$ cat src/rtl/perf_counter_ctrl_pkg.sv
// Shared core defines for the performance counter block:
// datapath width, register offsets, status bits and FSM encoding.
package perf_counter_ctrl_pkg;

  localparam int XLEN_DEF = 32;

  localparam logic [31:0] OFF_CYCLE = 32'h00;
  localparam logic [31:0] OFF_INSTR = 32'h04;
  localparam logic [31:0] OFF_CLEAR = 32'h08;
  localparam logic [31:0] OFF_SNAP  = 32'h0C;
  localparam logic [31:0] OFF_SCYC  = 32'h10;
  localparam logic [31:0] OFF_SINS  = 32'h14;
  localparam logic [31:0] OFF_STAT  = 32'h18;

  localparam int ST_OVF  = 0;
  localparam int ST_SNAP = 1;

  typedef enum logic {
    S_IDLE  = 1'b0,
    S_CLEAR = 1'b1
  } clr_state_e;

endpackage

$ cat src/rtl/perf_counter_ctrl_retire_counter.sv
// Retired-instruction counter with wrap detect and
// a sticky overflow flag.
module retire_counter #(
  parameter int XLEN = 32
) (
  input  logic            clk,
  input  logic            rst,
  input  logic            clr,
  input  logic            inc,
  output logic [XLEN-1:0] count,
  output logic            ovf
);

  // count retirements; clear beats a same-cycle retire
  always_ff @(posedge clk) begin
    if (rst || clr) begin
      count <= '0;
      ovf   <= 1'b0;
    end else if (inc) begin
      count <= count + 1'b1;
      if (&count) ovf <= 1'b1;
    end
  end

endmodule

$ cat src/rtl/perf_counter_ctrl.sv
// Performance counter MMIO block: decode, clear FSM,
// snapshot registers and registered read mux.
module perf_counter_ctrl
  import perf_counter_ctrl_pkg::*;
#(
  parameter int          XLEN      = XLEN_DEF,
  parameter logic [31:0] BASE_ADDR = 32'h8000_0010
) (
  input  logic            clk,
  input  logic            rst,
  input  logic [XLEN-1:0] cycle_cnt,
  output logic            counter_rst,
  input  logic            inst_retire,
  input  logic [31:0]     mmio_addr,
  input  logic            mmio_wen,
  input  logic            mmio_ren,
  output logic [XLEN-1:0] mmio_rdata
);

  clr_state_e      state, state_n;
  logic [31:0]     off;
  logic            wr_clr, wr_snap, clr_st;
  logic [XLEN-1:0] instr_cnt;
  logic            instr_ovf;
  logic [XLEN-1:0] snap_cyc, snap_ins;
  logic            snap_valid;
  logic [XLEN-1:0] rd_mux;

  assign off     = mmio_addr - BASE_ADDR;
  assign wr_clr  = mmio_wen && (off == OFF_CLEAR);
  assign wr_snap = mmio_wen && (off == OFF_SNAP);
  assign clr_st  = (state == S_CLEAR);

  assign counter_rst = rst || clr_st;

  retire_counter #(
    .XLEN(XLEN)
  ) u_retire (
    .clk  (clk),
    .rst  (rst),
    .clr  (clr_st),
    .inc  (inst_retire),
    .count(instr_cnt),
    .ovf  (instr_ovf)
  );

  // clear FSM state register
  always_ff @(posedge clk) begin
    if (rst) state <= S_IDLE;
    else     state <= state_n;
  end

  // clear FSM next state: a clear write (re)arms CLEAR
  always_comb begin
    state_n = S_IDLE;
    unique case (state)
      S_IDLE:  if (wr_clr) state_n = S_CLEAR;
      S_CLEAR: if (wr_clr) state_n = S_CLEAR;
    endcase
  end

  // snapshot capture; clear keeps values but drops valid
  always_ff @(posedge clk) begin
    if (rst) begin
      snap_cyc   <= '0;
      snap_ins   <= '0;
      snap_valid <= 1'b0;
    end else begin
      if (wr_snap) begin
        snap_cyc <= cycle_cnt;
        snap_ins <= instr_cnt;
      end
      if (clr_st)       snap_valid <= 1'b0;
      else if (wr_snap) snap_valid <= 1'b1;
    end
  end

  // read mux over the current (pre-write) state
  always_comb begin
    rd_mux = '0;
    case (off)
      OFF_CYCLE: rd_mux = cycle_cnt;
      OFF_INSTR: rd_mux = instr_cnt;
      OFF_SCYC:  rd_mux = snap_cyc;
      OFF_SINS:  rd_mux = snap_ins;
      OFF_STAT: begin
        rd_mux[ST_OVF]  = instr_ovf;
        rd_mux[ST_SNAP] = snap_valid;
      end
      default:   rd_mux = '0;
    endcase
  end

  // registered read data, zero when idle or in reset
  always_ff @(posedge clk) begin
    if (rst)           mmio_rdata <= '0;
    else if (mmio_ren) mmio_rdata <= rd_mux;
    else               mmio_rdata <= '0;
  end

endmodule
$ cat config.mk
export PLATFORM = sky130hd
export DESIGN_NAME = perf_counter_ctrl
export DESIGN_NICKNAME = d
export VERILOG_FILES = /design/src/rtl/perf_counter_ctrl_pkg.sv /design/src/rtl/perf_counter_ctrl_retire_counter.sv /design/src/rtl/perf_counter_ctrl.sv
export SDC_FILE = /design/constraint.sdc
export NUM_CORES = 1
export LEC_CHECK = 0
export CORE_MARGIN = 2
export CORE_UTILIZATION = 49
export CTS_CLUSTER_DIAMETER = 120
export DETAILED_ROUTE_END_ITERATION = 10
export GPL_TIMING_DRIVEN = 1
export PLACE_DENSITY = 0.77
export SETUP_SLACK_MARGIN = 0.15
export SLEW_MARGIN = 20
export SYNTH_ARGS = -nofsm -noshare
export SYNTH_HDL_FRONTEND = slang
export SYNTH_SLANG_ARGS = --single-unit
$ cat constraint.sdc
create_clock -name clk -period 2.7 [get_ports clk]
set_clock_uncertainty 0.2 [all_clocks]
set_input_delay 0.54 -clock clk [delete_from_list [all_inputs] [get_ports clk]]
set_output_delay 0.54 -clock clk [all_outputs]
set_load 0.005 [all_outputs]
**Word level (Yosys, flattened, before mapping)**

Cells that the tools add are included.

- Register bits: 131
- Input port bits: 69
- Logic and storage cells: 26

- Add/sub/neg operators: 2
- Equal/unequal tests: 6
- Multiplexer cells: 3
- Bitwise logic cells: 1
- Reduce and logical (&&, ||, !) cells: 7

Operators by type and width:

| kind | number |
|---|---|
| $pmux W30 S4 | 1 |
| $eq A32 B5 Y1 const B | 3 |
| $eq A32 B4 Y1 const B | 2 |
| $reduce_and A33 Y1 | 1 |
| $add A32 B1 Y32 const B | 1 |
| $eq A32 B3 Y1 const B | 1 |
| $logic_not A32 Y1 | 1 |
| $sub A32 B32 Y32 const B | 1 |
| $pmux W2 S5 | 1 |
| $reduce_or A2 Y1 | 2 |
| $logic_and A1 B1 Y1 | 2 |
| $logic_or A1 B1 Y1 | 1 |
| $mux W1 | 1 |
| $not A1 Y1 | 1 |

**Depth between registers and ports, before layout**

Gate-level depths: netlist (run 1).

- Depth in word-level cells: 4
- Mapped depth: 8
- Depth with buffers taken out: 7

**Cells and area by module**

A second synthesis (run 1) with hierarchy kept.

- Cells, all modules: 686
- Area total of the unflattened synthesis: 5936.9 um2

By module, submodules not included:

| module | times used | cells an instance | area each (um2) | seq. area each (um2) |
|---|---|---|---|---|
| perf_counter_ctrl | 1 | 501 | 4302.9 | 1961.9 |
| retire_counter | 1 | 185 | 1634.1 | 660.6 |

**Least setup slack after synthesis (run 1)**

OpenSTA, ideal clock, no wires.

- Path kind: in2reg
- Start point: input mmio_addr[27]
- End point: register snap_cyc[10]
- Data arrival time: 2.527 ns
- Data required time: 2.368 ns
- Slack: -0.159 ns
- Stages: 8
- Buffers on the path: 2
- Cells stage by stage: or4_1 -> or3_1 -> a2111oi_4 -> o2111ai_1 -> buf_4 -> buf_6 -> o31ai_1 -> a21oi_1

- Word-level cells in the longest chain between the ends: 3

RTL lines:

| element | RTL line | source |
|---|---|---|
| start, declared | perf_counter_ctrl.sv:14 | `input logic [31:0] mmio_addr,` |
| $sub A32 B32 Y32 | perf_counter_ctrl.sv:29 | `assign off = mmio_addr - BASE_ADDR;` |
| $eq A32 B4 Y1 | perf_counter_ctrl.sv:31 | `assign wr_snap = mmio_wen && (off == OFF_SNAP);` |
| $logic_and A1 B1 Y1 | perf_counter_ctrl.sv:31 |  |
| end signal, assigned | perf_counter_ctrl.sv:70 | `snap_cyc <= cycle_cnt;` |
| end, declared | perf_counter_ctrl.sv:25 | `logic [XLEN-1:0] snap_cyc, snap_ins;` |

No other way between the ends.
A chain may end at the register's enable or synchronous reset.

**Final worst setup path (run 1)**

- Start point: input mmio_addr[17]
- End point: register snap_cyc[1]

Same word-level chain as after synthesis.

==> impl_metrics.ini, run 1 <==
[logic_synthesis]
synth_fa_ha_area_frac = 0.00196
ys_seq_area_frac = 0.411
synth_compound_area_frac = 0.194
ys.flop_type = dfxtp_1
yosys.area.top_type = dfxtp_1
ys_warn_count = 0
synth_top_area_share = 0.411
synth-async-reset-ratio = 0
ys_seq_elements = 131
synth_top_family_by_area = compound AO/OA/AOI/OAI gates
postSynthCellCount = 709
postSynthAreaPerCell_sq_um = 9.01
synthMuxAreaShare = 0.114
yosys.area_share.xor_xnor = 0.0343
syn_area_sq_um = 6380
synth_cell_types = 45
syn_nets = 779
synth_area_leaders = dfxtp_1 (41%), mux2_2 (11%), nand4_1 (7.7%)
synth_edf_count = 0
yosys.area_share.simple = 0.188

[die]
row_count = 41
io-pin-count = 102
initial_utilization = 0.504
die_h_um = 118
dieArea_sq_um = 14000
coreArea_sq_um = 12700
die_w_um = 118

[clocking]
cts_made_buffers = 17
clk_pin_slew_ps = 60
cts_tree = done
clock_latency_ps = 430
htreeDepth = 4
clock_path_buffers = 2
root_buffer = clkbuf_16
clock_sinks = 131

[run]
maxCapViolCount = 0

[worst_setup_path]
startpoint = mmio_addr[17]
path_class = in -> reg
ff2ff_setup_slack_ps = 150
worstSetupStartpointType = input pin
r2r_end = u_retire.count[30]$_SDFFE_PP0P_
r2r_start = u_retire.count[1]$_SDFFE_PP0P_
cp.required_ps = 2810
r2r_cells = 6
arrival_ps = 3200
cp-end-kind = flop
crit_fanout = 16

[layout]
final_common_cell = dfxtp_1
nFillCells = 648
diodes = 0
drive_above_1_share = 0.381
syn_to_final_growth_pct = 61.2
fin_cells = 1051
layout_common_cells = dfxtp_1 (128), clkdlybuf4s50_1 (83), nand4_1 (79)
multi_input_area_sq_um = 4380
final_net_count = 937
finalCoreUtilization = 0.812
regArea_sq_um = 2630

[timing]
slew_viol_final = 0
worst_slack_ps = -387
min_period_ps = 3090
hold_slack_ps = 270
max_freq_ghz = 0.324
final_hold_viol_count = 0
slew_headroom = 0.478
setup_violations = 96
fin_crit_sh = 1.14
worst_pin_slew_ps = 784
rsz0062_at_grt = true

[placement]
gp_congestion = 0.843
dpl.hpwl_um = 11900
dp_worst_setup_slack_ps = -756
port_buffers = 101
dp.cells = 977

[routing]
num_vias = 7428
wl_met2_um = 13300
drc = 0
dr.pass1.iters = 7
viasPerCell = 7.07
wirelength_um = 28700
avgRoutedWirePerCell_um = 27.3
met3_length_um = 3320
ant_nets = 0
wl_met1_um = 9680
drt_iter0_markers = 1327
topRoutingLayerUsed = met4

[pwr]
ir_worst_vdd_mv = 0.442
p_sw_uw = 1100
p_comb_frac = 0.078
p_int_uw = 3580
clockPowerShare = 0.507
power_leakage_uw = 0.00340
powerDensity_nw_per_um2 = 455
sw_frac_of_total = 0.235
power_frac_seq = 0.414
p_total_uw = 4690

[global_routing]
grt_overflow = 0
grt_pass1_vias = 7019
track_usage = 0.325
grt_pass1_wl_um = 36400
grt_max_degree = 67
antenna_found_initial = 0

[outcome]
violations = setup timing
outcome = complete, but fails checks

[worst_hold_path]
hold_path.class = reg -> reg
hold_depth = 2
hp-start = snap_cyc[13]$_SDFFE_PP0P_
holdPathEnd = snap_cyc[13]$_SDFFE_PP0P_
cell families after synthesis:
logic type | after synthesis
AOI/OAI and AO/OA | 189
xor gates and xnor gates | 25
adders and majority gates | 1
buffers and inverters | 75
DFF | 131
muxes | 65
and+or+nand+nor | 223
how the worst max path moves through the flow:
stage,endpoint,slack (ps)
floorplan,snap_cyc[10]$_SDFFE_PP0P_,-110
global placement,snap_cyc[7]$_SDFFE_PP0P_,-680
detailed placement,snap_cyc[6]$_SDFFE_PP0P_,-760
CTS,snap_ins[18]$_SDFFE_PP0P_,-70
global route,snap_cyc[1]$_SDFFE_PP0P_,-390
finish,snap_cyc[1]$_SDFFE_PP0P_,-390
flip-flops by register name, indices dropped and copies added, names as in the netlist:
signal / count
clr_st: 1
mmio_rdata: 32
snap_cyc: 32
snap_ins: 32
snap_valid: 1
u_retire.count: 32
u_retire.ovf: 1
what timing repair did:
item                       CTS  global route
gates cloned                12             9
hold buffers                 0             0
setup endpoints to repair  100           101
pin swaps                   16            62
gates resized for setup    105           152
setup buffers               12            10
power by group through the flow:
stage	combinational (uW)	sequential, uW	clock (uW)
floorplan	127	1980	0
detailed placement	320	1980	0
global placement	312	1980	0
CTS	325	1940	2320
global route	377	1940	2440
finish	367	1940	2380
through the flow:
step                setup TNS [ps]  cell area [sq um]
floorplan                    -5430               6450
global placement            -61090               7950
detailed placement          -66490               7950
CTS                          -3080               9310
global route                -23290              10300
finish                      -17680              10300
cell usage after synthesis, types with 2 or more instances:
master    instances
nand2_1          16
or3_1             8
buf_6            10
and3_1            5
a21oi_1          76
nor2b_1           4
nand3_1          13
or2_2             2
mux2_2           61
xor2_1           16
and4_1            3
and2_1            3
dfxtp_1         131
or4_1             3
nand4_1          79
o31ai_1          64
nand4b_1          2
xnor2_1           9
o21ai_0           9
nor2_1           65
mux2i_1           4
nor3_1           12
clkbuf_1         51
a22oi_1          30
nor4_1            3
inv_1             5
buf_2             7
worst max-delay path: stages:
cell	delay, ps
clkdlybuf4s50_1	420
nor3_2	280
nand4_1	140
buf_4	180
a2111oi_4	330
buf_4	190
o2111a_2	280
buf_12	180
buf_16	160
nand4_1	130
a21oi_1	330
area by class of cell:
class                           instances  share of cell area
Multi-Input combinational cell        503               0.425
Sequential cell                       131               0.255
Timing Repair Buffer                  209               0.239
Clock buffer                           23              0.0484
Tap cell                              172              0.0209
Clock inverter                          8             0.00960
Inverter                                5             0.00182
layer usage:
metal  GRT usage  vias to the layer above
li1            -                     3008
met1       0.372                     3512
met2       0.554                      660
met3      0.0690                      248
met4       0.196                        0
met5           0                        -
Power figures use the tool's default switching activity.
==> run 2: changes to the inputs <==
--- a/config.mk
+++ b/config.mk
@@ -5,11 +5,13 @@
 export SDC_FILE = /design/constraint.sdc
 export NUM_CORES = 1
 export LEC_CHECK = 0
+export CAP_MARGIN = 20
 export CORE_MARGIN = 2
 export CORE_UTILIZATION = 49
 export CTS_CLUSTER_DIAMETER = 120
 export DETAILED_ROUTE_END_ITERATION = 10
 export GPL_TIMING_DRIVEN = 1
+export MAX_ROUTING_LAYER = met4
 export PLACE_DENSITY = 0.77
 export SETUP_SLACK_MARGIN = 0.15
 export SLEW_MARGIN = 20
==> impl_metrics.ini, run 2 (synthesis gave the netlist of run 1 again) <==
[pwr]
power_frac_seq = 0.414
sw_frac_of_total = 0.235
p_sw_uw = 1100
p_total_uw = 4690
clockPowerShare = 0.507
p_int_uw = 3580
power_leakage_uw = 0.00336
p_comb_frac = 0.078
ir_worst_vdd_mv = 0.409
powerDensity_nw_per_um2 = 460

[routing]
wirelength_um = 28500
viasPerCell = 7.16
avgRoutedWirePerCell_um = 27.2
drc = 0
ant_nets = 0
num_vias = 7494
dr.pass1.iters = 9
drt_iter0_markers = 1403

[worst_hold_path]
hold_path.class = reg -> reg
hp-start = snap_cyc[14]$_SDFFE_PP0P_
hold_depth = 2

[worst_setup_path]
arrival_ps = 3050
cp-end-kind = flop
cp.required_ps = 2760
path_class = in -> reg
startpoint = mmio_addr[17]
r2r_cells = 6
crit_fanout = 8
worstSetupStartpointType = input pin
r2r_start = u_retire.count[0]$_SDFFE_PP0P_

[clocking]
clock_sinks = 131
htreeDepth = 4
holdBufCountCts = 0
clock_path_buffers = 2
cts_tree = done
clk_pin_slew_ps = 60
cts_made_buffers = 17
root_buffer = clkbuf_16
clock_latency_ps = 440

[timing]
max_freq_ghz = 0.335
worst_slack_ps = -289
worst_pin_slew_ps = 812
setup_violations = 95
fin_crit_sh = 1.11
min_period_ps = 2990
final_hold_viol_count = 0
slew_headroom = 0.458
rsz0062_at_grt = true
slew_viol_final = 0

[global_routing]
grt_pass1_vias = 7020
grt_pass1_wl_um = 36400
track_usage = 0.335
antenna_found_initial = 0
grt_max_degree = 67
grt_overflow = 0

[placement]
port_buffers = 101
gp_congestion = 0.857
dp_worst_setup_slack_ps = -756
dpl.hpwl_um = 11900

[run]
maxCapViolCount = 0

[layout]
multi_input_area_sq_um = 4330
syn_to_final_growth_pct = 59.5
final_common_cell = dfxtp_1
layout_common_cells = dfxtp_1 (128), clkdlybuf4s50_1 (82), nand4_1 (79)
nFillCells = 651
regArea_sq_um = 2630
drive_above_1_share = 0.386
final_net_count = 933
diodes = 0

[outcome]
violations = setup timing
outcome = complete, but fails checks

[die]
dieArea_sq_um = 14000
io-pin-count = 102
coreArea_sq_um = 12700
die_w_um = 118
initial_utilization = 0.504
row_count = 41
die_h_um = 118
==> run 2: cell types whose count changed in the layout (fill, tap and decap cells not counted), sizes merged <==
cell	before	now
dlymetal6s2s	3	4
clkbuf	35	34
buf	103	101
clkdlybuf4s15	3	2
clkdlybuf4s50	83	82
==> run 2: final cells by class <==
type	count	area share
Inverter	5	0.00184
Tap cell	172	0.0211
Clock inverter	8	0.00971
Timing Repair Buffer	205	0.235
Multi-Input combinational cell	503	0.425
Sequential cell	131	0.258
Clock buffer	23	0.0489
==> run 2: repair_timing <==
action                                  CTS  global route
gates resized for setup                 105           151
pin swaps                                16            41
cloned                                   12             6
endpoints found under the setup margin  100           101
hold endpoints to repair                  0             0
buffers inserted                         12             9
==> run 2: path summary, 6_finish.rpt <==
check / to / slack (ps)
setup / recovery: snap_cyc[31]$_SDFFE_PP0P_ / -290
hold / removal: snap_cyc[14]$_SDFFE_PP0P_ / 270
setup reg to reg: u_retire.count[30]$_SDFFE_PP0P_ / 60
hold reg to reg: snap_cyc[14]$_SDFFE_PP0P_ / 270
==> run 2: critical path, cell delays in order <==
cell and delay [ps]:
clkdlybuf4s50_1 430, nor3_2 270, nand4_1 170, buf_6 170
a2111oi_4 320, buf_4 190, o2111ai_4 170, buf_4 200
clkbuf_16 170, o31ai_2 300, a21oi_1 130
==> run 2: metrics by stage <==
stage,cell area [sq um],util,std cells,setup TNS (ps),hold slack (ps)
3_3_place_gp,7950,0.628,977,-61090,246
6_report,10200,0.803,1047,-15740,268
5_1_grt,10200,0.803,1047,-24250,287
2_1_floorplan,6450,-,709,-5430,236
4_1_cts,9310,0.735,1032,-3080,268
3_5_place_dp,7950,0.628,977,-66490,259
==> run 2: per-layer routing <==
metal / track usage / routed length (um) / up-vias
met5: - / 0 / -
li1: - / - / 3013
met2: 0.557 / 13500 / 672
met3: 0.0738 / 3130 / 270
met1: 0.369 / 9600 / 3539
met4: 0.196 / 2310 / 0
==> run 2: power groups by stage <==
stage / Sequential (uW) / Clock [uW] / Combinational [uW]
floorplan: 1980 / 0 / 127
global placement: 1980 / 0 / 312
detailed placement: 1980 / 0 / 320
CTS: 1940 / 2320 / 325
global route: 1940 / 2450 / 376
finish: 1940 / 2380 / 366
==> run 3: changes to the inputs <==
--- a/config.mk
+++ b/config.mk
@@ -5,7 +5,7 @@
 export SDC_FILE = /design/constraint.sdc
 export NUM_CORES = 1
 export LEC_CHECK = 0
-export CAP_MARGIN = 20
+export CAP_MARGIN = 10
 export CORE_MARGIN = 2
 export CORE_UTILIZATION = 49
 export CTS_CLUSTER_DIAMETER = 120
==> results of run 3 <==
Same layout as run 2: the final DEF is identical, and so are final timing and power.
